## src/rtl/cell_result_sink.sv

```systemverilog
// Result sink for the cell processor: buffers processed RGB cells in a FIFO and
// presents them one at a time on a display register and seven-segment digit codes.
module cell_result_sink #(
    parameter int unsigned DEPTH       = 8,
    parameter int unsigned CELL_W      = 24,
    parameter int unsigned HOLD_CYCLES = 100_000_000
) (
    input  logic                     SYSCLK,
    input  logic                     RST,
    input  logic                     cell_valid,
    input  logic [CELL_W-1:0]        cell_data,
    output logic                     cell_ready,
    input  logic                     mode_manual,
    input  logic                     advance,
    output logic [CELL_W-1:0]        disp_cell,
    output logic                     disp_valid,
    output logic [39:0]              digits,
    output logic [$clog2(DEPTH):0]   fifo_count,
    output logic                     overflow
);

    localparam int unsigned PTR_W   = $clog2(DEPTH);
    localparam int unsigned CNT_W   = PTR_W + 1;
    localparam int unsigned DWELL_W = $clog2(HOLD_CYCLES);

    localparam logic [DWELL_W-1:0] DWELL_RELOAD = DWELL_W'(HOLD_CYCLES - 1);
    localparam logic [CNT_W-1:0]   COUNT_FULL   = CNT_W'(DEPTH);

    localparam logic [0:0] IDLE = 1'b0;
    localparam logic [0:0] SHOW = 1'b1;

    logic [CELL_W-1:0]  mem [DEPTH];
    logic [PTR_W-1:0]   wr_ptr;
    logic [PTR_W-1:0]   rd_ptr;
    logic [0:0]         state;
    logic [0:0]         state_next;
    logic [DWELL_W-1:0] dwell;
    logic [DWELL_W-1:0] dwell_next;
    logic [CELL_W-1:0]  disp_cell_next;
    logic               disp_valid_next;
    logic [CNT_W-1:0]   count_next;
    logic [39:0]        digits_next;
    logic               advance_q;
    logic               mode_q;
    logic               push;
    logic               pop;
    logic               adv_rise;
    logic               mode_fall;
    logic               fifo_nonempty;

    assign push          = cell_valid && cell_ready;
    assign adv_rise      = advance && !advance_q;
    assign mode_fall     = mode_q && !mode_manual;
    assign fifo_nonempty = (fifo_count != '0);
    assign count_next    = fifo_count + CNT_W'(push) - CNT_W'(pop);

    // Display sequencing: first result straight from IDLE, then dwell or button stepping
    always_comb begin
        state_next      = state;
        dwell_next      = dwell;
        disp_cell_next  = disp_cell;
        disp_valid_next = disp_valid;
        pop             = 1'b0;
        case (state)
            IDLE: begin
                if (fifo_nonempty) begin
                    pop             = 1'b1;
                    disp_valid_next = 1'b1;
                    dwell_next      = DWELL_RELOAD;
                    state_next      = SHOW;
                end
            end
            SHOW: begin
                if (mode_fall) begin
                    dwell_next = DWELL_RELOAD;
                end else if (mode_manual) begin
                    if (adv_rise && fifo_nonempty) begin
                        pop = 1'b1;
                    end
                end else if (dwell == '0) begin
                    if (fifo_nonempty) begin
                        pop        = 1'b1;
                        dwell_next = DWELL_RELOAD;
                    end
                end else begin
                    dwell_next = dwell - DWELL_W'(1);
                end
            end
            default: state_next = IDLE;
        endcase
        if (pop) begin
            disp_cell_next = mem[rd_ptr];
        end
    end

    // Digit codes trail disp_cell by one cycle; blank until a result is shown
    always_comb begin
        digits_next = '0;
        if (disp_valid) begin
            digits_next = {1'b0, disp_cell[23:20], 1'b0, disp_cell[19:16], 5'd0,
                           1'b0, disp_cell[15:12], 1'b0, disp_cell[11:8],  5'd0,
                           1'b0, disp_cell[7:4],   1'b0, disp_cell[3:0]};
        end
    end

    always_ff @(posedge SYSCLK) begin
        if (!RST && push) begin
            mem[wr_ptr] <= cell_data;
        end
    end

    always_ff @(posedge SYSCLK) begin
        if (RST) begin
            state      <= IDLE;
            dwell      <= '0;
            disp_cell  <= '0;
            disp_valid <= 1'b0;
            digits     <= '0;
            fifo_count <= '0;
            cell_ready <= 1'b1;
            overflow   <= 1'b0;
            wr_ptr     <= '0;
            rd_ptr     <= '0;
            advance_q  <= 1'b0;
            mode_q     <= 1'b0;
        end else begin
            state      <= state_next;
            dwell      <= dwell_next;
            disp_cell  <= disp_cell_next;
            disp_valid <= disp_valid_next;
            digits     <= digits_next;
            fifo_count <= count_next;
            // Ready tracks the count it is derived from, with no same-cycle bypass
            cell_ready <= (count_next < COUNT_FULL);
            overflow   <= overflow || (cell_valid && !cell_ready);
            advance_q  <= advance;
            mode_q     <= mode_manual;
            if (push) begin
                wr_ptr <= wr_ptr + PTR_W'(1);
            end
            if (pop) begin
                rd_ptr <= rd_ptr + PTR_W'(1);
            end
        end
    end

endmodule

```

## config.mk

```make
export PLATFORM = sky130hd
export DESIGN_NAME = cell_result_sink
export DESIGN_NICKNAME = d
export VERILOG_FILES = /design/src/rtl/cell_result_sink.sv
export SDC_FILE = /design/constraint.sdc
export NUM_CORES = 1
export LEC_CHECK = 0
export BUFFER_PORTS_ARGS = -buffer_cell sky130_fd_sc_hd__buf_2
export CAP_MARGIN = 20
export CORE_MARGIN = 4
export CORE_UTILIZATION = 64
export DETAILED_ROUTE_END_ITERATION = 8
export PLACE_DENSITY = 0.85
export SLEW_MARGIN = 20
export SYNTH_ARGS = -nofsm -noshare
export SYNTH_HDL_FRONTEND = slang
export SYNTH_SLANG_ARGS = --single-unit
```

## constraint.sdc

```tcl
create_clock -name SYSCLK -period 5.7 [get_ports SYSCLK]
set_input_delay 0.855 -clock SYSCLK [delete_from_list [all_inputs] [get_ports SYSCLK]]
set_output_delay 0.855 -clock SYSCLK [all_outputs]
set_load 0.03 [all_outputs]
```

==> results of run 1 <==
==> path summary, 6_finish.rpt <==
kind / start / endpoint / slack (ps) / cells after the start
worst min register to register: overflow$_SDFF_PP0_ / overflow$_SDFF_PP0_ / 470 / 2
worst min-delay path: overflow$_SDFF_PP0_ / overflow$_SDFF_PP0_ / 470 / 2
worst max register to register: dwell[1]$_SDFFE_PP0P_ / fifo_count[3]$_SDFF_PP0_ / 2010 / 14
worst max-delay path: dwell[1]$_SDFFE_PP0P_ / fifo_count[3]$_SDFF_PP0_ / 2010 / 14
==> cell type report <==
cell class / instances / share of cell area, %
Antenna cell: 1 / 0.0190
Sequential cell: 283 / 57.5
Inverter: 21 / 0.597
Clock buffer: 32 / 5.50
Clock inverter: 20 / 1.94
Multi-Input combinational cell: 441 / 28.5
Timing Repair Buffer: 92 / 3.81
Tap cell: 225 / 2.13
==> power by group through the flow <==
stage | combinational [mW] | sequential, mW | clock [mW]
finish | 1.65 | 2.61 | 1.93
global route | 1.78 | 2.65 | 2.04
CTS | 1.58 | 2.67 | 1.95
detailed placement | 1.55 | 2.70 | 0
global placement | 1.51 | 2.68 | 0
floorplan | 1.05 | 2.79 | 0
==> cells in the mapped netlist, drive strengths merged, types with 14 or more instances <==
cell and count:
dfxtp 91, mux2i 27, nand2 70, inv 21, buf 29, mux2 28
mux4 48, or4 15, clkbuf 23, and2 27, edfxtp 192, nor3 14
nor2 42, a21oi 20
==> critical path, stage by stage, from the launching register on <==
cell and delay (ps):
dfxtp_1 330, inv_1 110, ha_1 160, or4b_4 490, nor4_4 430, nand3_1 160, a21o_2 560, inv_2 200
ha_1 200, inv_1 50, ha_1 280, a21o_1 170, a21oi_1 170, xnor2_1 130, nor2_1 70
==> layout by cell type (no fill, tap or decap), types with 8 or more instances in the layout <==
master / netlist / final
inv_1: 19 / 19
clkbuf_16: 0 / 28
mux4_2: 48 / 48
nand2_1: 70 / 70
nor2_1: 42 / 36
nor3_1: 14 / 12
and2_1: 27 / 27
buf_2: 1 / 83
ha_1: 9 / 9
nand3_1: 13 / 13
buf_4: 18 / 8
o21ai_0: 8 / 8
mux2_2: 28 / 28
conb_1: 1 / 16
clkinv_2: 0 / 9
edfxtp_1: 192 / 192
a21oi_1: 20 / 20
dfxtp_1: 91 / 89
nor4_1: 8 / 8
or4_1: 9 / 9
mux2i_1: 27 / 27
==> sequential cells by signal, summed over array words and instances, names as in the netlist <==
| register | count |
|---|---|
| advance_q | 1 |
| fifo_count | 4 |
| mem | 192 |
| rd_ptr | 3 |
| dwell | 27 |
| state | 1 |
| mode_q | 1 |
| cell_ready | 1 |
| overflow | 1 |
| digits | 24 |
| disp_valid | 1 |
| wr_ptr | 3 |
| disp_cell | 24 |
==> cells by family after synthesis <==
| family | Yosys count |
|---|---|
| buf+inv | 73 |
| mux | 103 |
| compound gates | 76 |
| other cells | 1 |
| flops | 283 |
| xor+xnor | 5 |
| fa+ha+maj | 10 |
| simple gates | 231 |
==> layer usage <==
metal | wire (um) | global-route usage (%)
met1 | 9650 | 34.4
met2 | 13300 | 44.4
met3 | 1920 | 4.15
met4 | 886 | 8.65
met5 | 0 | 0
==> metrics by stage <==
step / instances / hold slack (ps) / power, mW / worst slack [ps] / utilization (%)
global placement: 1061 / 447 / 4.19 / 2180 / 69.5
global route: 1115 / 497 / 6.46 / 1790 / 75.3
CTS: 1113 / 473 / 6.19 / 2020 / 75.1
detailed placement: 1061 / 458 / 4.25 / 2020 / 69.5
floorplan: 797 / 440 / 3.84 / 2140 / -
finish: 1115 / 474 / 6.20 / 2010 / 75.3
==> impl_metrics.py, run 1 <==
metrics = {
    "finish": {
        "drive_above_1_share_pct": 28.0,
        "fillCellCount": 996,
        "nNetsFinal": 906,
        "multi_input_area_um2": 3760,
        "area_growth_pct": 13.8,
        "stdcell_area_um2": 13200,
        "sequential_cell_area_um2": 7590,
    },
    "power": {
        "p_sw_share_pct": 31.7,
        "power_frac_seq_pct": 42.2,
        "p_comb_share_pct": 26.7,
        "power.density_nw_per_um2": 469,
        "pwr-share-clk_pct": 31.2,
        "p_switching_mw": 1.96,
        "p_leak_nw": 4.77,
        "peakVddDrop_mv": 0.351,
        "internal_power_mw": 4.23,
    },
    "critical_path": {
        "criticalPathCategory": "flip-flop to flip-flop",
        "worstPathMaxFanout": 25,
        "start_kind": "flip-flop",
        "worstPathRequired_ps": 6090,
        "crit_arrival_ps": 4080,
        "end_kind": "flip-flop",
    },
    "placement": {
        "dpl.hpwl_um": 14800,
        "gp_congestion": 0.892,
        "dpl_cell_area_um2": 12200,
        "port_buffers": 83,
    },
    "synth": {
        "seq_area_frac_synth_pct": 65.4,
        "synth_compound_area_share_pct": 4.76,
        "yosysWarnings": 0,
        "synthFlopType": "edfxtp_1",
        "synth_mux_area_share_pct": 14.4,
        "synth_simple_gate_area_share_pct": 10.7,
        "synth_top_cell_by_area": "edfxtp_1",
        "synth.area.top_cells": "edfxtp_1 50%, dfxtp_1 16%, mux4_2 9.3%",
        "synth_edf_count": 192,
        "synth_cells": 782,
        "synth-adder-area-share_pct": 1.14,
        "synth-seq-cells": 283,
        "async_flop_share_pct": 0,
        "netlist_area_um2": 11600,
        "synth_top_family_by_area": "multiplexers",
        "syn_area_per_cell_um2": 14.8,
        "synth_top_area_share_pct": 49.7,
        "synth_xor_area_share_pct": 0.377,
        "synth_cell_types": 68,
    },
    "floorplanning": {
        "die_w_um": 143,
        "coreArea_um2": 17500,
        "num_rows": 48,
        "die-area_um2": 20300,
        "design.portCount": 100,
        "start_util_pct": 66.2,
        "die_h_um": 143,
    },
    "sta": {
        "period_needed_ps": 3690,
        "rsz0062_at_grt": "false",
        "fin_tns_setup_ps": 0,
        "slew_violations": 0,
        "report.final.hold_viol_count": 0,
        "worst_slew_pin_slew_ps": 967,
        "skew_ps": 19.6,
        "fmax_ghz": 0.271,
        "slew_headroom_pct": 35.4,
        "setup_viol": 0,
        "finalCritPeriodShare_pct": 64.8,
    },
    "clocking": {
        "cts_made_buffers": 28,
        "postCtsSetupBuffers": 0,
        "postCtsHoldBufs": 0,
        "cts_root_buffer": "clkbuf_16",
        "path_clk_slew_ps": 60,
        "clk_latency_ps": 560,
        "cts_tree": "built",
        "cts.sinks": 283,
        "cts_max_level": 1,
        "cts_resized": 0,
        "cts_buffer_depth": 3,
    },
    "detailed_routing": {
        "first_iter_violations": 661,
        "via_per_inst": 6.37,
        "wire_per_inst_um": 23.1,
        "vias": 7104,
        "drt-pass1-iter-count": 5,
        "totalWireLength_um": 25700,
        "ant_nets": 0,
        "drc": 0,
    },
    "run": {
        "max_cap_violations": 0,
    },
    "global_routing": {
        "grt_antenna_before_repair": 1,
        "grt_pass1_wl_um": 41100,
        "grt_pass1_vias": 7363,
        "grt_max_degree": 64,
        "grt_usage_pct": 26.0,
        "grt_overflow": 0,
    },
    "outcome": {
        "outcome": "finished clean",
    },
    "min_path": {
        "hold_class": "flip-flop to flip-flop",
    },
}
No activity file was read; power rests on OpenSTA's default activity.
==> run 2, diff against run 1 <==
Settings changed: CORE_UTILIZATION 64 to 59, PLACE_DENSITY 0.85 to 0.79.
Clock period 5.7 ns to 3.5 ns, I/O delays scaled along.
==> run 2 against run 1 <==
Against the previous run: register-to-register slack worse by 1700 ps; flip-flop and latch count unchanged; hold slack worse by 250 ps; critical endpoint is now fifo_count[2]$_SDFF_PP0_; die area up 8.0%; cell count is 4.7% higher; sequential power is 66% higher; largest cell class unchanged; highest routed layer is now met5; count of clock-buffer cells in the layout increased by 2; largest power group unchanged; combinational power rose by 55%; clock power rose by 46%; critical path depth stayed put.
==> impl_metrics.py, run 2 (synthesized netlist as in run 1, its figures left out) <==
metrics = {
    "outcome": {
        "outcome": "finished clean",
    },
    "clocking": {
        "postCtsHoldBufs": 0,
        "postCtsSetupBuffers": 0,
        "cts_tree": "built",
        "path_clk_slew_ps": 60,
        "cts_resized": 0,
        "cts.sinks": 283,
        "cts_buffer_depth": 3,
        "cts_made_buffers": 28,
        "clk_latency_ps": 540,
        "cts_max_level": 1,
        "cts_root_buffer": "clkbuf_16",
    },
    "min_path": {
        "hold_class": "input pin to flip-flop",
        "whs_path_depth": 2,
    },
    "critical_path": {
        "worstPathMaxFanout": 6,
        "slowest_stage": "or4b_4",
        "start_kind": "flip-flop",
        "end_kind": "flip-flop",
        "critical_path_buf_inv_count": 4,
        "cp_top_family": "simple AND/OR/NAND/NOR gates",
        "worstPathRequired_ps": 3920,
        "crit_path_max_incr_delay_ps": 490,
        "cp.depth": 14,
        "path_cells": "inv_1 > ha_1 > or4b_4 > nor4_4 > nand3_1 > a21o_1 > inv_2 > ha_1 > inv_1 > ha_1 > inv_1 > fa_1 > xor2_1 > nor2_1",
        "crit_arrival_ps": 3570,
        "criticalPathCategory": "flip-flop to flip-flop",
        "reg2reg_depth": 14,
    },
    "floorplanning": {
        "die-area_um2": 22000,
        "coreArea_um2": 19400,
        "die_w_um": 148,
        "die_h_um": 148,
        "start_util_pct": 59.8,
        "num_rows": 51,
        "design.portCount": 100,
    },
    "sta": {
        "slew_headroom_pct": 41.4,
        "skew_ps": 17.5,
        "setup_ws_ps": 349,
        "rsz0062_at_grt": "false",
        "report.final.hold_viol_count": 0,
        "setup_viol": 0,
        "slew_violations": 0,
        "fmax_ghz": 0.317,
        "period_needed_ps": 3150,
        "finalCritPeriodShare_pct": 90.0,
        "fin_tns_setup_ps": 0,
        "worst_slew_pin_slew_ps": 878,
    },
    "finish": {
        "area_growth_pct": 13.6,
        "nNetsFinal": 918,
        "drive_above_1_share_pct": 28.3,
        "sequential_cell_area_um2": 7590,
        "final_cell_mix": "192 x edfxtp_1, 89 x dfxtp_1, 83 x buf_2",
        "top_register": "mem",
        "largest_reg_flops": 192,
        "final_common_cell": "edfxtp_1",
        "fillCellCount": 1330,
        "multi_input_area_um2": 3720,
        "top_regs": "mem: 192 flops, dwell: 27 flops",
    },
    "placement": {
        "gp_congestion": 0.867,
        "dpl.hpwl_um": 14600,
        "pre_cts_ws_ps": 348,
        "port_buffers": 83,
    },
    "power": {
        "power.density_nw_per_um2": 736,
        "peakVddDrop_mv": 0.505,
        "p_leak_nw": 4.77,
    },
    "global_routing": {
        "grt_antenna_before_repair": 2,
        "grt_pass1_wl_um": 38200,
        "grt_overflow": 0,
        "grt_max_degree": 64,
        "grt_usage_pct": 22.5,
        "grt_pass1_vias": 6734,
    },
    "detailed_routing": {
        "drt-pass1-iter-count": 5,
        "drc": 0,
        "ant_nets": 0,
        "vias": 6828,
        "via_per_inst": 5.85,
        "totalWireLength_um": 24400,
        "wire_per_inst_um": 20.9,
        "first_iter_violations": 582,
    },
    "run": {
        "max_cap_violations": 0,
    },
}
## run 2: changes by cell type in the layout (fill, tap and decap cells not counted), sizes merged
cell / delta
bufinv: -4
clkinv: +3
clkinvlp: -1
buf: +12
clkbuf: +2
## run 2: cell type report
type                       instances  share of cell area (%)
sequential                       283                    57.6
clock buffer                      34                    5.72
timing repair buffer             104                    4.35
antenna                            1                  0.0190
inverter                          21                   0.598
clock inverter                    18                   0.921
multi-input combinational        441                    28.3
tap                              265                    2.52
## run 2: final timing paths
| check | startpoint | end | slack, ps |
|---|---|---|---|
| worst min register to register | overflow$_SDFF_PP0_ | overflow$_SDFF_PP0_ | 460 |
| worst max-delay path | dwell[0]$_SDFFE_PP0P_ | fifo_count[2]$_SDFF_PP0_ | 350 |
| worst max register to register | dwell[0]$_SDFFE_PP0P_ | fifo_count[2]$_SDFF_PP0_ | 350 |
| worst min-delay path | advance | advance_q$_SDFF_PP0_ | 220 |
## run 2: power by group
part | internal, mW | leakage (nW) | switching, mW | total [mW]
clock | 1.60 | 0.436 | 1.21 | 2.82
combinational | 1.09 | 1.86 | 1.46 | 2.55
sequential | 3.92 | 2.48 | 0.411 | 4.33
total | 6.61 | 4.77 | 3.09 | 9.70
## run 2: stage by stage
| step | power (mW) | cells | hold slack (ps) | area, um^2 | util (%) |
|---|---|---|---|---|---|
| detailed placement | 6.93 | 1114 | 454 | 12300 | 63.4 |
| finish | 9.70 | 1167 | 223 | 13200 | 67.9 |
| CTS | 9.75 | 1166 | 206 | 13200 | 67.9 |
| global placement | 6.87 | 1114 | 443 | 12300 | 63.4 |
| global route | 10.2 | 1167 | 241 | 13200 | 67.9 |
| floorplan | 6.25 | 797 | 440 | 11700 | - |
## run 2: routing by layer
metal  track usage [%]  routed length (um)  up-vias
met5                 0                  13        -
met4              5.73                 557        2
met3              4.42                1860       42
met2              37.6               12100      291
met1              30.9                9820     3332
li1                  -                   -     3161
